`src/rtl/dm_pkg.sv`:
```
// Shared debug-module types: DMI request/response records, DTM opcodes and
// response codes used by every DMI initiator and the debug module itself.
package dm_pkg;

  typedef enum logic [1:0] {
    DTM_NOP   = 2'd0,
    DTM_READ  = 2'd1,
    DTM_WRITE = 2'd2
  } dtm_op_e;

  typedef enum logic [1:0] {
    DTM_SUCCESS = 2'd0,
    DTM_RSVD    = 2'd1,
    DTM_ERR     = 2'd2,
    DTM_BUSY    = 2'd3
  } dtm_resp_e;

  typedef struct packed {
    logic [6:0]  addr;
    dtm_op_e     op;
    logic [31:0] data;
  } dmi_req_t;

  typedef struct packed {
    logic [31:0] data;
    logic [1:0]  resp;
  } dmi_resp_t;

  // DM registers are 32-bit only; partial writes cannot be forwarded.
  function automatic logic full_word(input logic [3:0] sel);
    return (sel == 4'hF);
  endfunction

endpackage

```
`src/rtl/wb_dmi_initiator_if.sv`:
```
// Pipelined Wishbone slave port of the DMI initiator, grouped as one bundle.
interface wb_dmi_initiator_if #(
  parameter int AdrWidth = 32
);
  logic                wb_cyc_i;
  logic                wb_stb_i;
  logic                wb_we_i;
  logic [AdrWidth-1:0] wb_adr_i;
  logic [3:0]          wb_sel_i;
  logic [31:0]         wb_dat_i;
  logic [31:0]         wb_dat_o;
  logic                wb_ack_o;
  logic                wb_err_o;
  logic                wb_stall_o;

  modport master (
    output wb_cyc_i, wb_stb_i, wb_we_i, wb_adr_i, wb_sel_i, wb_dat_i,
    input  wb_dat_o, wb_ack_o, wb_err_o, wb_stall_o
  );

  modport slave (
    input  wb_cyc_i, wb_stb_i, wb_we_i, wb_adr_i, wb_sel_i, wb_dat_i,
    output wb_dat_o, wb_ack_o, wb_err_o, wb_stall_o
  );
endinterface

```
`src/rtl/wb_dmi_initiator.sv`:
```
// Wishbone-slave to DMI bridge: turns single Wishbone accesses into one
// outstanding DMI request/response exchange with the debug module.
module wb_dmi_initiator
  import dm_pkg::*;
#(
  parameter int AdrWidth      = 32,
  parameter int TimeoutCycles = 1024
) (
  input  logic                   clk,
  input  logic                   rst,
  wb_dmi_initiator_if.slave      wb,
  output logic                   dmi_rst_n,
  output logic                   dmi_req_valid,
  input  logic                   dmi_req_ready,
  output dmi_req_t               dmi_req,
  input  logic                   dmi_resp_valid,
  output logic                   dmi_resp_ready,
  input  dmi_resp_t              dmi_resp
);

  localparam int CntW = (TimeoutCycles > 0) ? $clog2(TimeoutCycles + 1) : 1;
  localparam logic [CntW-1:0] TmoLast = (TimeoutCycles > 0) ? CntW'(TimeoutCycles - 1) : '0;

  typedef enum logic [2:0] {
    S_IDLE  = 3'd0,
    S_REQ   = 3'd1,
    S_RESP  = 3'd2,
    S_DONE  = 3'd3,
    S_DRAIN = 3'd4
  } fsm_e;

  fsm_e            state_r, state_n;
  dmi_req_t        req_r, req_n;
  logic [31:0]     rdata_r, rdata_n;
  logic            err_r, err_n;
  logic            timed_out_r, timed_out_n;
  logic            pending_r, pending_n;
  logic            abort_r, abort_n;
  logic [CntW-1:0] tmo_cnt_r, tmo_cnt_n;
  logic            tmo_hit_s;
  logic            accept_s;
  logic            term_s;

  logic            ack_r, werr_r, stall_r, req_valid_r, resp_ready_r, rst_n_r;
  logic [31:0]     dat_o_r;
  logic            unused_adr_s;

  assign unused_adr_s = ^{wb.wb_adr_i[AdrWidth-1:9], wb.wb_adr_i[1:0]};
  assign tmo_hit_s    = (TimeoutCycles > 0) && (tmo_cnt_r >= TmoLast);
  assign accept_s     = wb.wb_cyc_i && wb.wb_stb_i && !stall_r;

  // Next-state and datapath-capture logic of the bridge FSM.
  always_comb begin
    state_n     = state_r;
    req_n       = req_r;
    rdata_n     = rdata_r;
    err_n       = err_r;
    timed_out_n = timed_out_r;
    pending_n   = pending_r;
    abort_n     = abort_r;
    tmo_cnt_n   = tmo_cnt_r;
    case (state_r)
      S_IDLE: begin
        if (accept_s) begin
          abort_n     = 1'b0;
          timed_out_n = 1'b0;
          pending_n   = 1'b0;
          rdata_n     = '0;
          tmo_cnt_n   = '0;
          if (wb.wb_we_i && !full_word(wb.wb_sel_i)) begin
            err_n   = 1'b1;
            state_n = S_DONE;
          end else begin
            err_n      = 1'b0;
            req_n.addr = wb.wb_adr_i[8:2];
            req_n.op   = wb.wb_we_i ? DTM_WRITE : DTM_READ;
            req_n.data = wb.wb_dat_i;
            state_n    = S_REQ;
          end
        end else begin
          state_n = S_IDLE;
        end
      end
      S_REQ: begin
        tmo_cnt_n = tmo_cnt_r + CntW'(1);
        abort_n   = abort_r || !wb.wb_cyc_i;
        if (dmi_req_ready) begin
          state_n = S_RESP;
        end else if (tmo_hit_s) begin
          err_n       = 1'b1;
          timed_out_n = 1'b1;
          pending_n   = 1'b1;
          state_n     = S_DONE;
        end else begin
          state_n = S_REQ;
        end
      end
      S_RESP: begin
        tmo_cnt_n = tmo_cnt_r + CntW'(1);
        abort_n   = abort_r || !wb.wb_cyc_i;
        // A response arriving on the expiry cycle still completes normally.
        if (dmi_resp_valid) begin
          rdata_n = dmi_resp.data;
          err_n   = (dmi_resp.resp != DTM_SUCCESS);
          state_n = S_DONE;
        end else if (tmo_hit_s) begin
          err_n       = 1'b1;
          timed_out_n = 1'b1;
          pending_n   = 1'b0;
          state_n     = S_DONE;
        end else begin
          state_n = S_RESP;
        end
      end
      S_DONE: begin
        state_n = timed_out_r ? S_DRAIN : S_IDLE;
      end
      S_DRAIN: begin
        if (pending_r) begin
          pending_n = !dmi_req_ready;
          state_n   = S_DRAIN;
        end else if (dmi_resp_valid) begin
          state_n = S_IDLE;
        end else begin
          state_n = S_DRAIN;
        end
      end
      default: begin
        state_n = S_IDLE;
      end
    endcase
  end

  assign term_s = (state_n == S_DONE) && !abort_n;

  // State, captured transaction context and registered bus outputs.
  always_ff @(posedge clk or posedge rst) begin
    if (rst) begin
      state_r      <= S_IDLE;
      req_r        <= '0;
      rdata_r      <= '0;
      err_r        <= 1'b0;
      timed_out_r  <= 1'b0;
      pending_r    <= 1'b0;
      abort_r      <= 1'b0;
      tmo_cnt_r    <= '0;
      ack_r        <= 1'b0;
      werr_r       <= 1'b0;
      stall_r      <= 1'b1;
      dat_o_r      <= '0;
      req_valid_r  <= 1'b0;
      resp_ready_r <= 1'b0;
      rst_n_r      <= 1'b0;
    end else begin
      state_r      <= state_n;
      req_r        <= req_n;
      rdata_r      <= rdata_n;
      err_r        <= err_n;
      timed_out_r  <= timed_out_n;
      pending_r    <= pending_n;
      abort_r      <= abort_n;
      tmo_cnt_r    <= tmo_cnt_n;
      ack_r        <= term_s && !err_n;
      werr_r       <= term_s && err_n;
      stall_r      <= (state_n != S_IDLE);
      dat_o_r      <= (term_s && !err_n && (req_n.op == DTM_READ)) ? rdata_n : '0;
      req_valid_r  <= (state_n == S_REQ) || ((state_n == S_DRAIN) && pending_n);
      resp_ready_r <= (state_n == S_RESP) || ((state_n == S_DRAIN) && !pending_n);
      rst_n_r      <= 1'b1;
    end
  end

  assign wb.wb_ack_o   = ack_r;
  assign wb.wb_err_o   = werr_r;
  assign wb.wb_stall_o = stall_r;
  assign wb.wb_dat_o   = dat_o_r;
  assign dmi_req_valid  = req_valid_r;
  assign dmi_resp_ready = resp_ready_r;
  assign dmi_req        = req_r;
  assign dmi_rst_n      = rst_n_r;

endmodule
```
`src/flat_wrapper.sv`:
```
// flat-port wrapper written by rule: the top's interface ports become plain ports
module wb_dmi_initiator_flat import dm_pkg::*;
#(
  parameter int AdrWidth      = 32,
  parameter int TimeoutCycles = 1024
)
  (clk, rst, dmi_rst_n, dmi_req_valid, dmi_req_ready, dmi_req, dmi_resp_valid, dmi_resp_ready, dmi_resp, wb_wb_cyc_i, wb_wb_stb_i, wb_wb_we_i, wb_wb_adr_i, wb_wb_sel_i, wb_wb_dat_i, wb_wb_dat_o, wb_wb_ack_o, wb_wb_err_o, wb_wb_stall_o);
  wb_dmi_initiator_if #(.AdrWidth(AdrWidth)) wb_i ();
  input  logic clk;
  input  logic rst;
  output logic dmi_rst_n;
  output logic dmi_req_valid;
  input  logic dmi_req_ready;
  output dmi_req_t dmi_req;
  input  logic dmi_resp_valid;
  output logic dmi_resp_ready;
  input  dmi_resp_t dmi_resp;
  input wire logic [$bits(wb_i.wb_cyc_i)-1:0] wb_wb_cyc_i;
  input wire logic [$bits(wb_i.wb_stb_i)-1:0] wb_wb_stb_i;
  input wire logic [$bits(wb_i.wb_we_i)-1:0] wb_wb_we_i;
  input wire logic [$bits(wb_i.wb_adr_i)-1:0] wb_wb_adr_i;
  input wire logic [$bits(wb_i.wb_sel_i)-1:0] wb_wb_sel_i;
  input wire logic [$bits(wb_i.wb_dat_i)-1:0] wb_wb_dat_i;
  output wire logic [$bits(wb_i.wb_dat_o)-1:0] wb_wb_dat_o;
  output wire logic [$bits(wb_i.wb_ack_o)-1:0] wb_wb_ack_o;
  output wire logic [$bits(wb_i.wb_err_o)-1:0] wb_wb_err_o;
  output wire logic [$bits(wb_i.wb_stall_o)-1:0] wb_wb_stall_o;
  assign wb_i.wb_cyc_i = wb_wb_cyc_i;
  assign wb_i.wb_stb_i = wb_wb_stb_i;
  assign wb_i.wb_we_i = wb_wb_we_i;
  assign wb_i.wb_adr_i = wb_wb_adr_i;
  assign wb_i.wb_sel_i = wb_wb_sel_i;
  assign wb_i.wb_dat_i = wb_wb_dat_i;
  assign wb_wb_dat_o = wb_i.wb_dat_o;
  assign wb_wb_ack_o = wb_i.wb_ack_o;
  assign wb_wb_err_o = wb_i.wb_err_o;
  assign wb_wb_stall_o = wb_i.wb_stall_o;
  wb_dmi_initiator #(.AdrWidth(AdrWidth), .TimeoutCycles(TimeoutCycles)) u_core (.clk(clk), .rst(rst), .wb(wb_i), .dmi_rst_n(dmi_rst_n), .dmi_req_valid(dmi_req_valid), .dmi_req_ready(dmi_req_ready), .dmi_req(dmi_req), .dmi_resp_valid(dmi_resp_valid), .dmi_resp_ready(dmi_resp_ready), .dmi_resp(dmi_resp));
endmodule
```
`config.mk`:
```
export PLATFORM = sky130hd
export DESIGN_NAME = wb_dmi_initiator_flat
export DESIGN_NICKNAME = d
export VERILOG_FILES = /design/src/rtl/dm_pkg.sv /design/src/rtl/wb_dmi_initiator_if.sv /design/src/rtl/wb_dmi_initiator.sv /design/src/flat_wrapper.sv
export SDC_FILE = /design/constraint.sdc
export NUM_CORES = 1
export LEC_CHECK = 0
export CAP_MARGIN = 20
export CORE_MARGIN = 2
export CORE_UTILIZATION = 45
export DETAILED_ROUTE_END_ITERATION = 8
export GPL_TIMING_DRIVEN = 0
export PLACE_DENSITY = 0.87
export SLEW_MARGIN = 20
export SYNTH_ARGS = -nofsm -noshare
export SYNTH_HDL_FRONTEND = slang
export SYNTH_SLANG_ARGS = --single-unit
export TNS_END_PERCENT = 30
```
`constraint.sdc`:
```
create_clock -name clk -period 5.2 [get_ports clk]
set_input_delay 1.3 -clock clk [delete_from_list [all_inputs] [get_ports clk]]
set_output_delay 1.3 -clock clk [all_outputs]
set_load 0.1 [all_outputs]
```
# Word-level counts from Yosys, hierarchy flattened
# Index checks and enable logic that the tools add are counted.
dict set report op_classes {
  n_reduce_logical 28
  div 0
  n_shift 0
  n_eq_ne 13
  mul 0
  magnitude_cmp 1
  n_mux 40
  add_sub_neg 1
  bitwise 1
}
# op count
set op_table {}
lappend op_table {{34-bit two-way mux} 3}
lappend op_table {{32-bit two-way mux} 3}
lappend op_table {{32-bit one-hot mux with 2 select lines} 1}
lappend op_table {{11-bit one-hot mux with 2 select lines} 1}
lappend op_table {{1-bit two-way mux} 17}
lappend op_table {{3-bit two-way mux} 5}
lappend op_table {{3-bit one-hot mux with 5 select lines} 1}
lappend op_table {{3-bit by 2-bit equality test with 1-bit output, second input constant} 4}
lappend op_table {{11-bit by 1-bit adder with 11-bit output, second input constant} 1}
lappend op_table {{11-bit by 10-bit greater-or-equal comparator with 1-bit output, second input constant} 1}
lappend op_table {{11-bit two-way mux} 1}
lappend op_table {{1-bit logical AND} 9}
lappend op_table {{2-bit two-way mux} 4}
lappend op_table {{1-bit zero test} 7}
lappend op_table {{3-bit by 1-bit equality test with 1-bit output, second input constant} 2}
lappend op_table {{3-bit equality test, second input constant} 2}
lappend op_table {{1-bit one-hot mux with 3 select lines} 2}
lappend op_table {{3-bit nonzero test} 2}
lappend op_table {{4-bit equality test, second input constant} 1}
lappend op_table {{2-bit inequality test, second input constant} 2}
lappend op_table {{1-bit one-hot mux with 4 select lines} 1}
lappend op_table {{4-bit AND reduction} 1}
lappend op_table {{2-bit nonzero test} 2}
lappend op_table {{3-bit zero test} 1}
lappend op_table {{8 further kinds} 10}
dict set report totals {
  mem_count 0
  latch_bits 0
  ramBits 0
  register_bits 129
  romBits 0
  inputBits 109
  word_cells 101
  output_inout_bits 79
}

# Depth between registers and ports, before layout
# Gate-level depths: netlist (run 1).
dict set report logic_depth {
  depth_word 11
  mapped_depth 8
  depth_no_buf 7
}

# Least setup slack after synthesis (run 1)
# No wires, ideal clock.
dict set report synth_timing {
  path_kind {input -> register}
  from {in wb_wb_stb_i}
  to {reg u_core.req_r (netlist bit u_core.dmi_req[0])}
  setup_time_ps 125
  path_slack_ps 2325
  stages 7
  t_arrival_ps 2750
  n_path_buf 3
  cell_sequence {and3b_1 nand2_1 clkbuf_1 a21oi_1 buf_2 buf_2 mux2_2}
}
dict set report synth_between {
  elab_chain_len 3
}
# element line
set synth_lines {}
lappend synth_lines {{start, declared} flat_wrapper.sv:19} ;# input wire logic [$bits(wb_i.wb_stb_i)-1:0] wb_wb_stb_i;
lappend synth_lines {{1-bit logical AND (2 in a row)} wb_dmi_initiator.sv:50} ;# assign accept_s = wb.wb_cyc_i && wb.wb_stb_i && !stall_r;
lappend synth_lines {{3-bit AND reduction (no source line)} --}
lappend synth_lines {{end signal, assigned} wb_dmi_initiator.sv:156} ;# req_r <= req_n;
lappend synth_lines {{end, declared} wb_dmi_initiator.sv:33} ;# dmi_req_t req_r, req_n;
# No other way between the ends.
# A chain may end at the register's enable or synchronous reset.

# Worst setup path after layout (run 1)
dict set report layout_timing {
  from {in wb_wb_cyc_i}
  to {reg u_core.req_r (netlist bit u_core.dmi_req[40])}
}
dict set report layout_between {
  elab_chain_len 3
}
# element line
set layout_lines {}
lappend layout_lines {{start, declared} flat_wrapper.sv:18} ;# input wire logic [$bits(wb_i.wb_cyc_i)-1:0] wb_wb_cyc_i;
lappend layout_lines {{1-bit logical AND (2 in a row)} wb_dmi_initiator.sv:50}
lappend layout_lines {{3-bit AND reduction (no source line)} --}
# No other way between the ends.

==> results of run 1 <==
-- cells in the mapped netlist (2+ instances only) --
library cell / n
dfrtp_1: 128
mux2_2: 40
nor2_1: 39
a21oi_1: 38
o21a_1: 34
nor3_2: 29
clkbuf_1: 17
nand2_1: 17
buf_2: 6
inv_1: 6
buf_6: 5
mux2i_1: 5
nand3_1: 5
nor3_1: 5
o21ai_0: 5
a22o_1: 4
nand2b_1: 4
o22ai_1: 4
a2111oi_2: 3
nor2b_1: 3
nor3b_1: 3
a2111oi_0: 2
a211oi_1: 2
and2_1: 2
nand4_1: 2
nor4b_1: 2
o21bai_1: 2
o22a_1: 2
o32a_1: 2
-- worst paths after layout --
| check | start | endpoint | slack, ns |
|---|---|---|---|
| setup / recovery | wb_wb_cyc_i | u_core.dmi_req[40] | 1.71 |
| hold / removal | u_core.abort_r | u_core.abort_r | 0.50 |
| setup reg to reg | u_core.tmo_cnt_r[0] | u_core.wb.wb_dat_o[28] | 2.54 |
| hold reg to reg | u_core.abort_r | u_core.abort_r | 0.50 |
| max in group asynchronous | rst | u_core.wb.wb_stall_o | 3.12 |
| min in group asynchronous | rst | u_core.rdata_r[3] | 1.31 |
-- routing by layer --
| metal | up-vias | track usage |
|---|---|---|
| li1 | 1942 | - |
| met1 | 2019 | 0.260 |
| met2 | 172 | 0.342 |
| met3 | 24 | 0.0715 |
| met4 | 0 | 0.0797 |
| met5 | - | 0 |
-- kinds of logic after synthesis --
logic type / Yosys count
other cells: 1
flops: 129
mux: 45
xor+xnor: 1
simple gates: 120
compound gates: 109
fa+ha+maj: 1
buf+inv: 37
-- registers in the layout, summed over array words and instances (netlist names), 3 cells and up --
register            count
u_core.dmi_req         41
u_core.rdata_r         32
u_core.wb.wb_dat_o     32
u_core.tmo_cnt_r       11
u_core.state_r          3
-- placed cells by master (no fill, tap or decap), drive strengths merged, types with 5 or more instances in the layout --
cell type and count:
o21ai 6, dfrtp 128, nand3 6, inv 7
o21a 34, clkdlybuf4s50 161, mux2i 5, nand2 17
nor2 39, nor3 34, clkinv 6, mux2 40
a2111oi 5, a21oi 38, buf 13, clkbuf 39
-- critical path, stage by stage --
cell and delay, ns:
clkdlybuf4s50_1 0.53, and3b_1 0.27, nand2_1 0.09, clkbuf_1 0.23
a21oi_1 0.36, buf_2 0.34, buf_2 0.29, mux2_2 0.37
-- area by class of cell --
cell class                 count  area (um^2)
fill                         870         4010
sequential                   129         3230
multi-input combinational    277         2050
timing repair buffer         162         1640
clock buffer                  22          484
tap                          147          184
buffer                        29          154
clock inverter                 9          130
inverter                       8         35.0
-- stage by stage --
stage          power (mW)  cell area, um^2  cells  setup slack [ns]  utilization
2_1_floorplan        3.64             5460    443             0.461            -
3_3_place_gp         4.24             7260    751             -1.13        0.609
3_5_place_dp         4.33             7290    752              1.29        0.612
4_1_cts              5.57             7910    783              1.73        0.664
5_1_grt              5.78             7910    783              1.51        0.664
6_report             5.54             7910    783              1.71        0.664
-- where the power goes --
part | switching (mW) | internal, mW | leakage [nW] | total [mW]
logic | 2.05 | 0.768 | 1.40 | 2.82
registers | 0.159 | 1.34 | 1.68 | 1.50
clock network | 0.425 | 0.801 | 0.302 | 1.23
total | 2.64 | 2.91 | 3.37 | 5.54
==> results.json, run 1 <==
{
  "cts_resized": 0,
  "leakage_nw": 3.37,
  "cts_buffer_depth": 2,
  "routabilityCongestion": 0.881,
  "hp-class": "reg -> reg",
  "clkTransAtPathRegs_ns": 0.05,
  "ys_seq_elements": 129,
  "r2r_cells": 8,
  "period_share": 0.671,
  "cts_tree": "done",
  "synth_xor_area_frac": 0.00160,
  "seq_area_frac_synth": 0.591,
  "max_cap_violations": 0,
  "viasPerCell": 5.31,
  "synth.area.top_cells": "dfrtp_1 59%, mux2_2 8.2%, nor3_2 5.3%, o21a_1 4.7%, a21oi_1 3.5%",
  "ios": 188,
  "area_growth_pct": 44.7,
  "critPathKind": "in -> reg",
  "routed.top_layer": "met4",
  "setup_viol": 0,
  "ir_drop_v": 0.000668,
  "synth-simple-area-share": 0.137,
  "die_w_um": 114,
  "initial_core_util": 0.459,
  "hold_viol": 0,
  "wl_um": 13000,
  "gr-total-overflow": 0,
  "grt_max_degree": 79,
  "clk_latency_ns": 0.41,
  "htree_num_levels": 4,
  "routed-wl-met2_um": 6290,
  "p_per_area_mw_per_mm2": 701,
  "min_period_ns": 3.49,
  "tightest_slew_ns": 1.00,
  "worst_setup_path_start_kind": "input port",
  "skew_ns": 0.00589,
  "tns_ns": 0,
  "synth_top_cell_area_share": 0.586,
  "synthCells": 443,
  "synth.mux.area_fraction": 0.0916,
  "cts_buffers": 17,
  "crit_arrival_ns": 3.78,
  "post_cts_buffers": 0,
  "clockRootBuffer": "clkbuf_16",
  "postRouteAntennaNets": 0,
  "synth-edff-count": 0,
  "rows": 40,
  "postCtsHoldBufs": 0,
  "worstPathRequired_ns": 5.49,
  "drt-met1-wl_um": 5460,
  "globalRouteTotalUtil": 0.210,
  "synth_top_family_by_area": "compound AO/OA/AOI/OAI gates",
  "drt-pass1-iter-count": 5,
  "grt_setup_unrepaired": "false",
  "syn-cell-area_mm2": 0.00546,
  "die_h_um": 114,
  "hpwl_um": 9120,
  "clock.fmax_ghz": 0.287,
  "slew_headroom": 0.329,
  "crit_fanout": 10,
  "async_reset_ff_frac": 1.00,
  "n_antenna_cell": 0,
  "drive_gt1_frac": 0.193,
  "clock-sinks": 129,
  "wl_per_cell_um": 16.6,
  "synth_fa_ha_area_frac": 0.00229,
  "drc": 0,
  "hold-worst-slack_ns": 0.496,
  "avgSynthCellArea_um2": 12.3,
  "nets": 734,
  "vias": 4157,
  "whs_path_depth": 1,
  "ys_warn_count": 0,
  "grt_pass1_wl_um": 21400,
  "port_buffers": 161,
  "synth_top_flop_cell": "dfrtp_1",
  "wl_met3_um": 1070,
  "first_global_vias": 4414,
  "end_kind": "flop",
  "synth_compound_area_frac": 0.142,
  "yosysUniqueCellTypes": 56,
  "core_area_mm2": 0.0119,
  "synth_area_leader_cell": "dfrtp_1",
  "dieArea_mm2": 0.0130,
  "status": "finished clean",
  "slew_viol_final": 0,
  "grt_antenna_before_repair": 0,
  "synth_fp_nets": 553,
  "drt_iter0_markers": 241
}
(Power assumes the default switching activity.)
==> run 2, diff against run 1 <==
==> constraint.sdc (replaced) <==
create_clock -name clk -period 3.5 [get_ports clk]
set_input_delay 0.875 -clock clk [delete_from_list [all_inputs] [get_ports clk]]
set_output_delay 0.875 -clock clk [all_outputs]
set_load 0.1 [all_outputs]
==> run 2 against run 1 <==
Critical path depth unchanged. Clock power up 54%. Combinational power increased by 49%. Register-to-register slack worse by 1.7 ns. Die area is the same. Worst hold slack improved by 0.0067 ns.
==> results.json, run 2 (synthesis gave the netlist of run 1 again) <==
{
  "setup_viol": 0,
  "p_per_area_mw_per_mm2": 1040,
  "drive_gt1_frac": 0.197,
  "slowest_stage": "clkdlybuf4s50_1",
  "clock.fmax_ghz": 0.327,
  "power.share.clock": 0.227,
  "clockRootBuffer": "clkbuf_16",
  "worstReg2RegEnd": "u_core.wb.wb_dat_o[15]",
  "power_switching_mw": 3.91,
  "period_share": 0.875,
  "wl_per_cell_um": 16.9,
  "swShare": 0.470,
  "n_antenna_cell": 0,
  "rows": 40,
  "slew_headroom": 0.328,
  "htree_num_levels": 4,
  "r2r_setup_slack_ns": 0.88,
  "drc": 0,
  "final_common_cell": "clkdlybuf4s50_1",
  "worst_setup_path_start_kind": "input port",
  "worstHoldStart": "u_core.dmi_req[36]",
  "gr-total-overflow": 0,
  "end_kind": "flop",
  "grt_setup_unrepaired": "false",
  "final_area_mm2": 0.00798,
  "pwr-share-comb": 0.504,
  "first_global_vias": 4363,
  "drt-pass1-iter-count": 4,
  "min_period_ns": 3.06,
  "critical_path.most_common_cell": "buf_2",
  "routabilityCongestion": 0.877,
  "initial_core_util": 0.459,
  "p_seq_frac": 0.268,
  "critPathMaxStageDelay_ns": 0.50,
  "wl_um": 13300,
  "status": "finished clean",
  "whs_path_depth": 1,
  "max_cap_violations": 0,
  "critPathKind": "in -> reg",
  "largest_reg_flops": 41,
  "die_h_um": 114,
  "dieArea_mm2": 0.0130,
  "skew_ns": 0.00684,
  "postRouteAntennaNets": 0,
  "cts_resized": 0,
  "clkTransAtPathRegs_ns": 0.05,
  "area_growth_pct": 46.1,
  "post_cts_buffers": 0,
  "dp.cells": 755,
  "grt_pass1_wl_um": 21500,
  "hp-class": "reg -> reg",
  "cts_buffer_depth": 2,
  "hold_viol": 0,
  "drt_iter0_markers": 288,
  "hpwl_um": 9610,
  "viasPerCell": 5.34,
  "r2r_cells": 8,
  "path_cells": "clkdlybuf4s50_1 > and3b_1 > nand2_1 > clkbuf_1 > a21oi_1 > buf_2 > buf_2 > mux2_2",
  "hold-worst-slack_ns": 0.503,
  "clk_latency_ns": 0.42,
  "cts_tree": "done",
  "ios": 188,
  "leakage_nw": 3.41,
  "vias": 4206,
  "grt_max_degree": 35,
  "mostFrequentLayoutCells": "161 x clkdlybuf4s50_1, 128 x dfrtp_1, 40 x mux2_2",
  "nets": 737,
  "core_area_mm2": 0.0119,
  "ir_drop_v": 0.000665,
  "grt_antenna_before_repair": 0,
  "worstPathRequired_ns": 3.80,
  "p_total_mw": 8.32,
  "worstReg2RegStart": "u_core.tmo_cnt_r[0]",
  "tns_ns": 0,
  "tightest_slew_ns": 1.00,
  "internal_power_mw": 4.40,
  "postCtsHoldBufs": 0,
  "cts_buffers": 17,
  "crit_arrival_ns": 3.36,
  "fin_cells": 787,
  "globalRouteTotalUtil": 0.212,
  "postPlaceCellArea_mm2": 0.00734,
  "slew_viol_final": 0,
  "die_w_um": 114,
  "port_buffers": 161,
  "clock-sinks": 129,
  "crit_fanout": 10,
  "min_to": "u_core.dmi_req[36]"
}
==> run 2: through the flow <==
step,utilization,worst slack (ns)
after detailed placement,0.616,0.0502
after global routing,0.670,0.279
after global placement,0.610,-0.0399
after floorplan,-,1.03
after CTS,0.670,0.489
final,0.670,0.439
==> run 2: final cells by class <==
| cell class | instances | area (um^2) |
|---|---|---|
| buffer | 29 | 154 |
| multi-input combinational | 277 | 2050 |
| timing repair buffer | 165 | 1690 |
| clock inverter | 9 | 153 |
| sequential | 129 | 3230 |
| fill | 877 | 3930 |
| tap | 147 | 184 |
| clock buffer | 23 | 488 |
| inverter | 8 | 33.8 |
==> run 2: metal layers <==
layer,up-vias,share of wire,global-route usage
met3,26,0.070,0.0588
met1,2054,0.41,0.255
met4,0,0.017,0.0732
li1,1952,-,-
met5,-,0,0
met2,174,0.51,0.367
==> run 2: worst max path at each step <==
stage,start,endpoint,slack (ns)
finish,wb_wb_cyc_i,u_core.dmi_req[31],0.44
global route,wb_wb_cyc_i,u_core.dmi_req[34],0.28
CTS,wb_wb_cyc_i,u_core.dmi_req[31],0.49
detailed placement,wb_wb_cyc_i,u_core.dmi_req[31],0.05
global placement,rst,u_core.dmi_rst_n,-0.04
floorplan,rst,u_core.abort_r,1.03
==> run 2: worst max-delay path, delay by kind of cell <==
kind                   cells  cell delay [ns]
buffers and inverters      4             1.36
muxes                      1             0.37
AOI/OAI and AO/OA          1             0.38
and+or+nand+nor            2             0.36
==> run 2: power by group through the flow <==
stage / logic, mW / registers (mW) / clock network, mW
final: 4.19 / 2.23 / 1.89
after global routing: 4.39 / 2.29 / 1.98
after CTS: 4.20 / 2.23 / 1.92
after detailed placement: 4.18 / 2.25 / 0
after global placement: 4.08 / 2.21 / 0
after floorplan: 1.28 / 4.13 / 0
